### src/rtl/coeff_load_sequencer_if.sv
// rtl/coeff_load_sequencer_if.sv - coefficient stream and RAM bus bundle for coeff_load_sequencer
interface coeff_load_sequencer_if #(
    parameter int DATA_W = 16
) ();
    logic                     iCoeffValid;
    logic signed [DATA_W-1:0] iCoeffData;
    logic                     oCoeffReady;
    logic                     oCoeffiUpdateFlag;
    logic                     oCsnRam;
    logic                     oWrnRam;
    logic [5:0]               oAddrRam;
    logic [DATA_W-1:0]        oWrDtRam;

    modport master (
        input  iCoeffValid,
        input  iCoeffData,
        output oCoeffReady,
        output oCoeffiUpdateFlag,
        output oCsnRam,
        output oWrnRam,
        output oAddrRam,
        output oWrDtRam
    );

    modport slave (
        output iCoeffValid,
        output iCoeffData,
        input  oCoeffReady,
        input  oCoeffiUpdateFlag,
        input  oCsnRam,
        input  oWrnRam,
        input  oAddrRam,
        input  oWrDtRam
    );
endinterface

### src/rtl/coeff_load_sequencer.sv
// rtl/coeff_load_sequencer.sv - writes NUM_TAPS streamed coefficients into RAM, then reads them all back
module coeff_load_sequencer #(
    parameter int NUM_TAPS  = 33,
    parameter int BASE_ADDR = 2,
    parameter int DATA_W    = 16
) (
    input  logic                    iClk_12M,
    input  logic                    iRst,
    input  logic                    iStart,
    input  logic                    iAbort,
    output logic                    oBusy,
    output logic                    oDone,
    coeff_load_sequencer_if.master  bus
);

    typedef enum logic [1:0] {
        IDLE  = 2'd0,
        WRITE = 2'd1,
        READ  = 2'd2,
        DONE  = 2'd3
    } state_t;

    localparam logic [5:0] LAST_IDX = 6'(NUM_TAPS - 1);
    localparam logic [5:0] BASE     = 6'(BASE_ADDR);

    state_t     state;
    state_t     nextState;
    logic [5:0] idx;
    logic [5:0] nextIdx;
    logic       coeffReady;
    logic       busWrite;
    logic       busRead;

    always_ff @(posedge iClk_12M or posedge iRst) begin
        if (iRst) begin
            state <= IDLE;
            idx   <= '0;
        end else begin
            state <= nextState;
            idx   <= nextIdx;
        end
    end

    // Abort wins over everything in WRITE/READ, including the handshake of the same cycle.
    always_comb begin
        nextState  = state;
        nextIdx    = idx;
        coeffReady = 1'b0;
        case (state)
            IDLE: begin
                if (iStart && !iAbort) begin
                    nextState = WRITE;
                    nextIdx   = '0;
                end
            end
            WRITE: begin
                if (iAbort) begin
                    nextState = IDLE;
                    nextIdx   = '0;
                end else begin
                    coeffReady = 1'b1;
                    if (bus.iCoeffValid) begin
                        if (idx == LAST_IDX) begin
                            nextState = READ;
                            nextIdx   = '0;
                        end else begin
                            nextIdx = idx + 6'd1;
                        end
                    end
                end
            end
            READ: begin
                if (iAbort) begin
                    nextState = IDLE;
                    nextIdx   = '0;
                end else if (idx == LAST_IDX) begin
                    nextState = DONE;
                    nextIdx   = '0;
                end else begin
                    nextIdx = idx + 6'd1;
                end
            end
            DONE: begin
                nextState = IDLE;
                nextIdx   = '0;
            end
            default: begin
                nextState = IDLE;
                nextIdx   = '0;
            end
        endcase
    end

    assign bus.oCoeffReady = coeffReady;
    assign busWrite        = coeffReady && bus.iCoeffValid;
    assign busRead         = (state == READ) && !iAbort;
    assign oBusy           = (state == WRITE) || (state == READ);

    // Bus outputs lag the FSM by one cycle; address and data hold during stalls.
    always_ff @(posedge iClk_12M or posedge iRst) begin
        if (iRst) begin
            bus.oCsnRam           <= 1'b1;
            bus.oWrnRam           <= 1'b1;
            bus.oAddrRam          <= '0;
            bus.oWrDtRam          <= '0;
            bus.oCoeffiUpdateFlag <= 1'b0;
            oDone                 <= 1'b0;
        end else begin
            bus.oCsnRam           <= !(busWrite || busRead);
            bus.oWrnRam           <= !busWrite;
            if (busWrite || busRead) begin
                bus.oAddrRam <= BASE + idx;
            end
            if (busWrite) begin
                bus.oWrDtRam <= bus.iCoeffData;
            end
            bus.oCoeffiUpdateFlag <= oBusy && !iAbort;
            oDone                 <= (state == DONE);
        end
    end

endmodule

### src/flat_wrapper.sv
// flat-port wrapper written by rule: the top's interface ports become plain ports
module coeff_load_sequencer_flat 
#(
    parameter int NUM_TAPS  = 33,
    parameter int BASE_ADDR = 2,
    parameter int DATA_W    = 16
)
  (iClk_12M, iRst, iStart, iAbort, oBusy, oDone, bus_iCoeffValid, bus_iCoeffData, bus_oCoeffReady, bus_oCoeffiUpdateFlag, bus_oCsnRam, bus_oWrnRam, bus_oAddrRam, bus_oWrDtRam);
  coeff_load_sequencer_if #(.DATA_W(DATA_W)) bus_i ();
  input  logic iClk_12M;
  input  logic iRst;
  input  logic iStart;
  input  logic iAbort;
  output logic oBusy;
  output logic oDone;
  input wire logic [$bits(bus_i.iCoeffValid)-1:0] bus_iCoeffValid;
  input wire logic [$bits(bus_i.iCoeffData)-1:0] bus_iCoeffData;
  output wire logic [$bits(bus_i.oCoeffReady)-1:0] bus_oCoeffReady;
  output wire logic [$bits(bus_i.oCoeffiUpdateFlag)-1:0] bus_oCoeffiUpdateFlag;
  output wire logic [$bits(bus_i.oCsnRam)-1:0] bus_oCsnRam;
  output wire logic [$bits(bus_i.oWrnRam)-1:0] bus_oWrnRam;
  output wire logic [$bits(bus_i.oAddrRam)-1:0] bus_oAddrRam;
  output wire logic [$bits(bus_i.oWrDtRam)-1:0] bus_oWrDtRam;
  assign bus_i.iCoeffValid = bus_iCoeffValid;
  assign bus_i.iCoeffData = bus_iCoeffData;
  assign bus_oCoeffReady = bus_i.oCoeffReady;
  assign bus_oCoeffiUpdateFlag = bus_i.oCoeffiUpdateFlag;
  assign bus_oCsnRam = bus_i.oCsnRam;
  assign bus_oWrnRam = bus_i.oWrnRam;
  assign bus_oAddrRam = bus_i.oAddrRam;
  assign bus_oWrDtRam = bus_i.oWrDtRam;
  coeff_load_sequencer #(.NUM_TAPS(NUM_TAPS), .BASE_ADDR(BASE_ADDR), .DATA_W(DATA_W)) u_core (.iClk_12M(iClk_12M), .iRst(iRst), .iStart(iStart), .iAbort(iAbort), .oBusy(oBusy), .oDone(oDone), .bus(bus_i));
endmodule
### config.mk
export PLATFORM = sky130hd
export DESIGN_NAME = coeff_load_sequencer_flat
export DESIGN_NICKNAME = d
export VERILOG_FILES = /design/src/rtl/coeff_load_sequencer_if.sv /design/src/rtl/coeff_load_sequencer.sv /design/src/flat_wrapper.sv
export SDC_FILE = /design/constraint.sdc
export NUM_CORES = 1
export LEC_CHECK = 0
export CORE_ASPECT_RATIO = 1.25
export CORE_UTILIZATION = 46
export CTS_BUF_LIST = sky130_fd_sc_hd__clkbuf_16
export DETAILED_ROUTE_END_ITERATION = 10
export HOLD_SLACK_MARGIN = 0.05
export PLACE_DENSITY_LB_ADDON = 0.1
export SLEW_MARGIN = 20
export SYNTH_ARGS = -nofsm -noshare
export SYNTH_HDL_FRONTEND = slang
export SYNTH_SLANG_ARGS = --single-unit
### constraint.sdc
create_clock -name iClk_12M -period 1.7 [get_ports iClk_12M]
set_input_delay 0.255 -clock iClk_12M [delete_from_list [all_inputs] [get_ports iClk_12M]]
set_output_delay 0.255 -clock iClk_12M [all_outputs]
set_load 0.01 [all_outputs]
# Yosys cells after proc, flatten, opt, wreduce, memory -nomap -nowiden
# Cells that the tools add are included.
[word_totals] regBits=34 inputBits=21 output_inout_bits=28 wordCells=45
[classes] n_addsub=2 eq_ne=8 n_mux=15 n_reduce_logical=12
[ops] operator="6-bit two-way mux" count=5
[ops] operator="6-bit case mux with 4 select lines" count=1
[ops] operator="2-bit two-way mux" count=6
[ops] operator="2-bit case mux with 4 select lines" count=1
[ops] operator="2-bit by 6-bit adder with 6-bit output, first input constant" count=1
[ops] operator="6-bit by 1-bit adder with 6-bit output, second input constant" count=1
[ops] operator="6-bit == test, second input constant" count=1
[ops] operator="3-bit by 2-bit != test with 1-bit output, second input constant" count=2
[ops] operator="2-bit == test, second input constant" count=2
[ops] operator="1-bit logical AND" count=4
[ops] operator="4-bit AND reduction" count=1
[ops] operator="1-bit logical NOT" count=3
[ops] operator="3-bit != test, second input constant" count=1
[ops] operator="2-bit by 1-bit == test with 1-bit output, second input constant" count=1
[ops] operator="2-bit logical NOT" count=1
[ops] operator="1-bit logical OR" count=2
[ops] operator="1-bit two-way mux" count=2
[ops] operator="2-bit by 1-bit != test with 1-bit output, second input constant" count=1
[ops] operator="2-bit AND reduction" count=1

# Longest topological paths before layout
# Gate-level depths: netlist (run 1).
[depth] ltp_word=5 depth_mapped=7 depth_no_buf=6

# Worst setup path after synthesis (run 1)
# OpenSTA, ideal clock, no wires.
[synth_path] path_kind="flip-flop to flip-flop" start="register u_core.state[1]" end="register u_core.bus.oWrDtRam[0]" setup_time_ps=125 t_arrival_ps=1402 required_time_ps=1575 path_slack_ps=173 stages_incl_launch_ff=7 n_path_buf=1 synth_period_minus_slack_ps=1527 path_cell_list="dfrtp_1 inv_1 ha_1 nor2b_4 nand2_4 buf_6 mux2_4"
[synth_via] elab_chain_len=3
[synth_lines] item="start: declaration" line_no="coeff_load_sequencer.sv:26" rtl="state_t state;"
[synth_lines] item="start signal: assignment" line_no="coeff_load_sequencer.sv:39" rtl="state <= nextState;"
[synth_lines] item="2-bit by 1-bit == test with 1-bit output" line_no="coeff_load_sequencer.sv:49" rtl="case (state)"
[synth_lines] item="1-bit two-way mux" line_no="coeff_load_sequencer.sv:49"
[synth_lines] item="named net bus_oCoeffReady" line_no="flat_wrapper.sv:18" rtl="output wire logic [$bits(bus_i.oCoeffReady)-1:0] bus_oCoeffReady;"
[synth_lines] item="1-bit logical AND" line_no="coeff_load_sequencer.sv:95" rtl="assign busWrite = coeffReady && bus.iCoeffValid;"
[synth_lines] item="end signal: assignment" line_no="coeff_load_sequencer.sv:115" rtl="bus.oWrDtRam <= bus.iCoeffData;"
[synth_lines] item="end: declaration" line_no="coeff_load_sequencer_if.sv:22" rtl="output oWrDtRam"
# The timed path passes the listed nets, and every way through them passes these cells.
# A chain may end at the register's enable or synchronous reset.

# Final worst setup path (run 1)
[layout_path] start="register u_core.state[0]" end="output oBusy"
[layout_via] elab_chain_len=2 elab_cells_between_ends=3 cone_classes="eq/ne: 2; reduce/logical: 1"
[layout_lines] item="2-bit by 1-bit == test with 1-bit output or 2-bit == test (tied branches)" line_no="coeff_load_sequencer.sv:97" rtl="assign oBusy = (state == WRITE) || (state == READ);"
[layout_lines] item="1-bit logical OR (*)" line_no="coeff_load_sequencer.sv:97"
[layout_lines] item="end: declaration" line_no="flat_wrapper.sv:14" rtl="output logic oBusy;"
# Every way passes the cells marked *; elsewhere a longest branch is shown, timed or not.

==> impl_metrics.json, run 1 <==
{
  "status": "finished, final reports clean",
  "synth_area_um2": 1630,
  "fill_cells": 263,
  "synthMuxAreaShare_pct": 14.4,
  "pin_count": 49,
  "slowest_stage": "dfrtp_1",
  "synthesis.nets": 156,
  "rows": 23,
  "path_cells": "inv_1 > ha_1 > dlygate4sd2_1",
  "clk_path_buf_depth": 2,
  "synth-compound-area-share_pct": 10.8,
  "dr_total_vias": 1155,
  "synth_cells": 127,
  "cts_buffers": 5,
  "reg2reg_from": "u_core.state[1]",
  "synthXorXnorAreaFrac_pct": 2.15,
  "port-buffer-count": 48,
  "wl_per_cell_um": 15.2,
  "ys_warn_count": 0,
  "cts.sinks": 34,
  "fmax_ghz": 0.626,
  "setup_tns_ps": 0,
  "track_usage_pct": 19.3,
  "hold_path_class": "input pin to async pin",
  "critical_path_class": "register to output port",
  "avgSynthCellArea_um2": 12.8,
  "grt_pass1_wl_um": 5460,
  "endpoint_kind": "output port",
  "synth_seq_area_share_pct": 52.3,
  "switching_power_mw": 1.05,
  "cts_setup_buffers": 0,
  "drc": 0,
  "overflow": 0,
  "p_clk_share_pct": 23.5,
  "slew_violations": 0,
  "routed_wl_um": 3380,
  "synth_top_family_by_area": "multiplexers",
  "p_sw_share_pct": 29.7,
  "ant_nets": 0,
  "synthAdderAreaFrac_pct": 6.14,
  "n_antenna_cell": 0,
  "fin_area_um2": 2320,
  "setup_viol": 0,
  "synthSimpleGateAreaFrac_pct": 10.7,
  "crit_path_start_kind": "register",
  "core_area_um2": 3280,
  "die-height_um": 68.6,
  "final_nets": 214,
  "first_global_vias": 1177,
  "cap_violations": 0,
  "regArea_um2": 855,
  "layout_common_cells": "clkdlybuf4s50_1 (46), dfrtp_1 (31), nand2_1 (13), mux2_4 (9)",
  "grt_max_degree": 18,
  "ys_types": 35,
  "htreeDepth": 2,
  "cp.buffers_inverters": 2,
  "multi_input_area_um2": 724,
  "p_int_mw": 2.48,
  "peakVddDrop_v": 0.00119,
  "final_common_cell": "clkdlybuf4s50_1",
  "clock_latency_ps": 270,
  "worst_slew_pin_slew_ps": 423,
  "cts_tree": "done",
  "antenna_found_initial": 0,
  "pre_cts_slack_ps": -44.0,
  "rsz0062_at_grt": "yes",
  "dr.pass1.iters": 4,
  "crit_start": "u_core.state[0]",
  "min_period_ps": 1600,
  "drtIter0Drc": 20,
  "ys_seq_elements": 34,
  "cp_max_fo": 4,
  "cellPowerDensity_nw_per_um2": 1530,
  "crit_family": "buffers and inverters",
  "fin_ws_ps": 103,
  "comb_power_share_pct": 41.1,
  "pwr-share-seq_pct": 35.4,
  "cp_slowest_stage_delay_ps": 370,
  "cp.required_ps": 1440,
  "dieArea_um2": 3790,
  "timing.final.crit_share_pct": 94.0,
  "clk_pin_slew_ps": 50,
  "slew-limit-headroom_pct": 71.8,
  "leakage_nw": 1.05,
  "globalplace.congestion": 0.778,
  "hold_violations": 0,
  "via_per_inst": 5.18,
  "worst-endpoint-arrival_ps": 1340,
  "cts-root-buf": "clkbuf_16",
  "detailed_place_hpwl_um": 2580,
  "dieWidth_um": 55.2,
  "finClkSkew_ps": 1.04,
  "drive_gt1_share_pct": 25.3,
  "place_area_um2": 2180,
  "syn_to_final_growth_pct": 42.1,
  "start_util_pct": 49.7
}
per-stage QoR:
stage / total power [mW] / utilization [%] / std cells / hold slack [ps]
2_1_floorplan: 1.99 / - / 127 / 395
3_3_place_gp: 2.67 / 66.5 / 215 / 463
3_5_place_dp: 2.73 / 66.5 / 215 / 474
4_1_cts: 3.58 / 70.7 / 223 / 318
5_1_grt: 3.73 / 70.6 / 223 / 350
6_report: 3.53 / 70.6 / 223 / 301
power by group through the flow:
stage / Clock (mW) / Combinational [mW] / Sequential, mW
2_1_floorplan: 0 / 0.630 / 1.36
3_3_place_gp: 0 / 1.43 / 1.24
3_5_place_dp: 0 / 1.47 / 1.26
4_1_cts: 0.849 / 1.48 / 1.25
5_1_grt: 0.888 / 1.56 / 1.28
6_report: 0.832 / 1.45 / 1.25
Yosys cell counts:
library cell | count | share of area, %
o21ai_0 | 7 | 2.1
nand2_4 | 1 | 0.69
nor2b_1 | 1 | 0.38
o31ai_2 | 1 | 0.77
nand3_1 | 4 | 1.2
xnor2_1 | 1 | 0.54
a21oi_2 | 1 | 0.54
a21oi_1 | 4 | 1.2
o31ai_1 | 1 | 0.46
buf_2 | 2 | 0.61
o22ai_1 | 1 | 0.38
ha_1 | 8 | 6.1
mux2_4 | 9 | 8.3
mux2i_1 | 1 | 0.61
dfstp_2 | 2 | 3.2
xor2_1 | 3 | 1.6
nor2b_4 | 1 | 0.84
dfrtp_1 | 32 | 49
mux2_2 | 8 | 5.5
nand2b_1 | 1 | 0.38
buf_6 | 1 | 0.69
nand2_1 | 13 | 3.0
nor4_4 | 1 | 1.3
nand4_1 | 1 | 0.38
nor2_1 | 2 | 0.46
nand2b_4 | 1 | 0.84
a32o_1 | 1 | 0.61
nor3b_2 | 1 | 0.77
and2b_1 | 1 | 0.46
a21o_1 | 2 | 0.92
o21ai_2 | 3 | 1.6
o21ai_1 | 1 | 0.31
buf_4 | 1 | 0.46
inv_1 | 7 | 1.6
a2111oi_2 | 2 | 1.8
worst paths after layout:
check / end / slack, ps / depth (start not counted)
setup / recovery: oBusy / 100 / 3
hold / removal: u_core.bus.oWrDtRam[7] / 300 / 2
setup reg to reg: u_core.state[1] / 130 / 7
hold reg to reg: u_core.bus.oAddrRam[1] / 480 / 2
max in group asynchronous: u_core.idx[2] / 840 / 3
min in group iClk_12M: u_core.bus.oAddrRam[1] / 480 / 2
layout make-up:
class	count	area share [%]
Clock inverter	3	0.540
Tap cell	37	2.00
Timing Repair Buffer	55	22.7
Clock buffer	5	5.40
Inverter	7	1.13
Multi-Input combinational cell	82	31.3
Sequential cell	34	36.9
kinds of logic (layout without fill, tap and decap cells):
family / Yosys count / after routing
AOI/OAI and AO/OA: 24 / 24
xor gates and xnor gates: 4 / 4
adders and majority gates: 8 / 8
buffers and inverters: 11 / 70
DFF: 34 / 34
muxes: 18 / 18
and+or+nand+nor: 28 / 28
state kept, by name, indices dropped and copies added, names as in the netlist:
signal	flops
u_core.bus.oWrnRam	1
u_core.bus.oWrDtRam	16
u_core.idx	6
u_core.oDone	1
u_core.state	2
u_core.bus.oAddrRam	6
u_core.bus.oCoeffiUpdateFlag	1
u_core.bus.oCsnRam	1
metal layers:
metal | global-route usage, % | share of wire, %
met5 | 0 | 0
met4 | 7.50 | 0.30
met3 | 4.66 | 4.5
met2 | 36.6 | 57
met1 | 21.1 | 38
repair_timing:
action,in CTS,in global routing
resized for setup,4,2
pin swaps,0,0
hold buffers,0,0
endpoints found under the setup margin,2,3
worst register-to-register path, cell delays in order (launching register included):
cell	delay, ps
dfrtp_1	380
inv_1	110
ha_2	220
nor3b_2	160
buf_4	160
a21oi_2	50
buf_4	160
a32o_1	210
No activity file was read; power rests on OpenSTA's default activity.
==> run 2: changes to the inputs <==
- GPL_ROUTABILITY_DRIVEN: default -> 0
==> run 2 against run 1 <==
  * Global-route usage up 0.18 points
  * Clock power barely moved
  * Hold slack worse by 34 ps
  * Critical path depth unchanged
  * Final area grew 0.38%
  * First-iteration DRC count rose by 5.0%
  * Via count grew 0.78%
  * Fmax about the same
  * Clock-buffer cell count unchanged
==> impl_metrics.json, run 2 (synthesis gave the netlist of run 1 again) <==
{
  "r2r_setup_slack_ps": 150,
  "critPathCapture": "oBusy",
  "reg_top3": "u_core.bus.oWrDtRam: 16 flops, u_core.bus.oAddrRam: 6 flops, u_core.idx: 6 flops",
  "hold_path_class": "input pin to async pin",
  "status": "finished, final reports clean",
  "final_common_cell": "clkdlybuf4s50_1",
  "wl_per_cell_um": 14.7,
  "overflow": 0,
  "first_global_vias": 1158,
  "rows": 23,
  "fin_area_um2": 2320,
  "met1_usage_pct": 20.6,
  "drive_gt1_share_pct": 25.1,
  "core_area_um2": 3280,
  "busiest_layer": "met2",
  "cp.required_ps": 1440,
  "crit_path_start_kind": "register",
  "grt_max_degree": 18,
  "start_util_pct": 49.7,
  "grt_util_met2_pct": 34.0,
  "fill_cells": 258,
  "p_int_mw": 2.48,
  "slew_violations": 0,
  "slowest_stage": "dfrtp_1",
  "reg2reg_from": "u_core.state[1]",
  "min_period_ps": 1600,
  "via_per_inst": 5.20,
  "critical_path_class": "register to output port",
  "n_antenna_cell": 0,
  "top_register": "u_core.bus.oWrDtRam",
  "pwr-share-seq_pct": 35.4,
  "routed_wl_um": 3290,
  "dieWidth_um": 55.2,
  "comb_power_share_pct": 41.0,
  "final_nets": 215,
  "setup_viol": 0,
  "p_clk_share_pct": 23.6,
  "port-buffer-count": 48,
  "crit_start": "u_core.state[0]",
  "dr_total_vias": 1164,
  "largest_register_ffs": 16,
  "hold_violations": 0,
  "fmax_ghz": 0.625,
  "drtIter0Drc": 21,
  "clk_pin_slew_ps": 50,
  "cp_slowest_stage_delay_ps": 400,
  "path_cells": "inv_1 > ha_1 > dlygate4sd2_1",
  "clk_path_buf_depth": 2,
  "fin_ws_ps": 101,
  "timing.final.crit_share_pct": 94.0,
  "dr.pass1.iters": 4,
  "cts-root-buf": "clkbuf_16",
  "layout.cells.non_filler": 224,
  "gr-usage-met3_pct": 7.46,
  "final_util_pct": 70.9,
  "ff2ff_path_depth": 5,
  "cts_setup_buffers": 0,
  "worst-endpoint-arrival_ps": 1340,
  "pin_count": 49,
  "track_usage_pct": 19.5,
  "pre_cts_slack_ps": -55.1,
  "cts_tree": "done",
  "finClkSkew_ps": 4.48,
  "peakVddDrop_v": 0.00101,
  "p_sw_share_pct": 29.6,
  "leakage_nw": 1.06,
  "p_total_mw": 3.53,
  "htreeDepth": 2,
  "r2r-end": "u_core.bus.oWrDtRam[2]",
  "slew-limit-headroom_pct": 74.1,
  "place_area_um2": 2190,
  "drc": 0,
  "worst_slew_pin_slew_ps": 388,
  "cp_max_fo": 4,
  "dieArea_um2": 3790,
  "endpoint_kind": "output port",
  "grt_pass1_wl_um": 5480,
  "cellPowerDensity_nw_per_um2": 1520,
  "ant_nets": 0,
  "antenna_found_initial": 0,
  "clock_latency_ps": 280,
  "rsz0062_at_grt": "no",
  "detailed_place_hpwl_um": 2560,
  "placed_cells": 216,
  "cts.sinks": 34,
  "cap_violations": 0,
  "cts_buffers": 5,
  "switching_power_mw": 1.04,
  "syn_to_final_growth_pct": 42.6,
  "die-height_um": 68.6,
  "layout_common_cells": "clkdlybuf4s50_1 (46), dfrtp_1 (32), nand2_1 (13), inv_1 (9), mux2_4 (9)"
}
==> run 2: cell types whose count changed in the layout (fill, tap and decap cells not counted), sizes merged <==
cell / previous run / this run
clkinv: 2 / 1
inv: 8 / 9
buf: 7 / 8
==> run 2: worst min-delay path by stage <==
stage	from	to	slack, ps	depth (start not counted)
after floorplan	iRst	u_core.bus.oAddrRam[0]	400	1
after global placement	u_core.bus.oAddrRam[3]	u_core.bus.oAddrRam[3]	460	2
after detailed placement	u_core.bus.oAddrRam[1]	u_core.bus.oAddrRam[1]	480	2
after CTS	iRst	u_core.bus.oWrDtRam[8]	270	2
after global routing	iRst	u_core.bus.oWrDtRam[8]	310	2
final	iRst	u_core.bus.oWrDtRam[8]	270	2
==> run 2: routing by layer <==
layer	share of wire (%)	routed length [µm]
met5	0	0
met3	6.4	209
met4	1.9	62
met1	40	1310
met2	52	1710
==> run 2: area by class of cell <==
class | instances | area [µm²] | area share, %
timing repair buffer | 56 | 534 | 23.0
clock inverter | 3 | 11.3 | 0.484
inverter | 7 | 26.3 | 1.13
tap | 37 | 46.3 | 1.99
multi-input combinational | 82 | 728 | 31.3
clock buffer | 5 | 125 | 5.38
sequential | 34 | 853 | 36.7
==> run 2: worst max-delay path, delay by kind of cell, from the launching register on <==
kind | cells | cell delay (ps)
adders and majority gates | 1 | 250
buffers and inverters | 2 | 420
DFF | 1 | 400
==> run 2: per-stage QoR <==
step	hold slack, ps	TNS (ps)
3_5_place_dp	477	-103
6_report	267	0
3_3_place_gp	463	-24.0
4_1_cts	275	0
5_1_grt	309	0
2_1_floorplan	395	0
==> run 2: power by group through the flow <==
stage          Combinational (mW)  Clock (mW)  Sequential (mW)
2_1_floorplan               0.630           0             1.36
3_3_place_gp                 1.43           0             1.24
3_5_place_dp                 1.47           0             1.26
4_1_cts                      1.46       0.848             1.25
5_1_grt                      1.56       0.882             1.29
6_report                     1.45       0.831             1.25
==> run 2: timing repair <==
item / 4_1_cts / 5_1_grt
hold buffers: 0 / 0
gates resized for setup: 3 / 3
endpoints found under the setup margin: 2 / 2
==> run 3: changes to the inputs <==
- CELL_PAD_IN_SITES_DETAIL_PLACEMENT: default -> 0
- CELL_PAD_IN_SITES_GLOBAL_PLACEMENT: default -> 1
- CORE_UTILIZATION: 46 -> 36
==> run 3 against run 2 <==
  * Combinational power is essentially flat
  * Hold slack better by 77 ps
  * Wire length down 2.9%
==> impl_metrics.json, run 3 (synthesis gave the netlist of run 1 again) <==
{
  "cellPowerDensity_nw_per_um2": 1490,
  "overflow": 0,
  "leakage_nw": 1.06,
  "routed_wl_um": 3190,
  "htreeDepth": 2,
  "drtIter0Drc": 20,
  "detailed_place_hpwl_um": 2430,
  "grt_max_degree": 35,
  "clk_path_buf_depth": 2,
  "cts.sinks": 34,
  "layout_common_cells": "clkdlybuf4s50_1 (46), dfrtp_1 (32), nand2_1 (13), mux2_4 (9), mux2_2 (8)",
  "slew-limit-headroom_pct": 76.4,
  "wl_per_cell_um": 13.0,
  "cp_max_fo": 4,
  "wl_met3_um": 160,
  "pin_count": 49,
  "drive_gt1_share_pct": 25.7,
  "setup_viol": 0,
  "start_util_pct": 37.1,
  "status": "finished, final reports clean",
  "dieWidth_um": 62.2,
  "cp.required_ps": 1440,
  "reg_top3": "u_core.bus.oWrDtRam: 16 flops, u_core.bus.oAddrRam: 6 flops, u_core.idx: 6 flops",
  "met1_length_um": 1340,
  "via_per_inst": 4.71,
  "clk_pin_slew_ps": 50,
  "track_usage_pct": 15.6,
  "port-buffer-count": 48,
  "antenna_found_initial": 0,
  "drc": 0,
  "setup_tns_ps": 0,
  "fmax_ghz": 0.612,
  "fill_cells": 387,
  "regArea_um2": 853,
  "syn_to_final_growth_pct": 45.8,
  "cts-root-buf": "clkbuf_16",
  "p_total_mw": 3.54,
  "ant_nets": 0,
  "rsz0062_at_grt": "no",
  "dr.pass1.iters": 3,
  "die-height_um": 77.2,
  "worst-endpoint-arrival_ps": 1380,
  "final_nets": 215,
  "multi_input_area_um2": 738,
  "cts_buffers": 5,
  "hold_violations": 0,
  "cts_tree": "done",
  "worst_slew_pin_slew_ps": 354,
  "final_common_cell": "clkdlybuf4s50_1",
  "min_period_ps": 1630,
  "critical_path_class": "register to output port",
  "largest_register_ffs": 16,
  "slew_violations": 0,
  "rows": 27,
  "n_antenna_cell": 0,
  "first_global_vias": 1213,
  "crit_path_start_kind": "register",
  "peakVddDrop_v": 0.000511,
  "top_register": "u_core.bus.oWrDtRam",
  "finClkSkew_ps": 4.47,
  "cap_violations": 0,
  "highest_layer": "met4",
  "clock_latency_ps": 270,
  "wl_met2_um": 1640,
  "cts_hold_buf": 0,
  "timing.final.crit_share_pct": 96.1,
  "dr_total_vias": 1154,
  "core_area_um2": 4390,
  "dieArea_um2": 4800,
  "grt_pass1_wl_um": 5750,
  "endpoint_kind": "output port",
  "hold_path_class": "input pin to async pin"
}
## run 3: repair_timing
item,CTS,global route
hold endpoints to repair,0,0
endpoints found under the setup margin,2,2
resized for setup,3,4
cloned,0,0
pin swaps,0,0
setup buffers,0,0
## run 3: layout make-up
class | instances | area share, %
clock buffer | 5 | 5.26
tap | 58 | 3.05
sequential | 34 | 35.9
clock inverter | 3 | 0.474
timing repair buffer | 56 | 23.2
inverter | 7 | 1.11
multi-input combinational | 82 | 31.1
## run 3: through the flow
step                setup slack (ps)  hold slack [ps]  util [%]  area [µm²]  cells
floorplan                        173              395         -        1630    127
global placement               -22.5              460      50.7        2230    237
detailed placement             -54.1              469      50.7        2230    237
CTS                             2.83              355      53.8        2360    245
global route                    4.50              363      54.1        2380    245
finish                          66.5              345      54.1        2380    245
## run 3: worst max-delay path, stage by stage, from the launching register on
cell and delay [ps]:
dfrtp_1 430, inv_2 80, ha_1 310, dlygate4sd2_1 290
## run 3: report_power, final
part,switching [mW],internal [mW]
Sequential,0.162,1.09
Clock,0.298,0.526
Combinational,0.579,0.879
Total,1.04,2.50
## run 3: path summary, 6_finish.rpt
path / startpoint / endpoint / cells past startpoint / slack, ps
max reg2reg: u_core.state[0] / u_core.idx[2] / 6 / 120
max: u_core.state[0] / oBusy / 3 / 70
max in group asynchronous: iRst / u_core.bus.oWrnRam / 3 / 1110
min: iRst / u_core.idx[1] / 3 / 340
min reg2reg: u_core.bus.oAddrRam[3] / u_core.bus.oAddrRam[3] / 2 / 470
min in group iClk_12M: u_core.bus.oAddrRam[3] / u_core.bus.oAddrRam[3] / 2 / 470
## run 3: per-layer routing
metal  track usage [%]  vias to the layer above
li1                  -                      557
met1              18.0                      554
met2              26.7                       36
met3              4.17                        7
met4              6.98                        0
met5                 0                        -
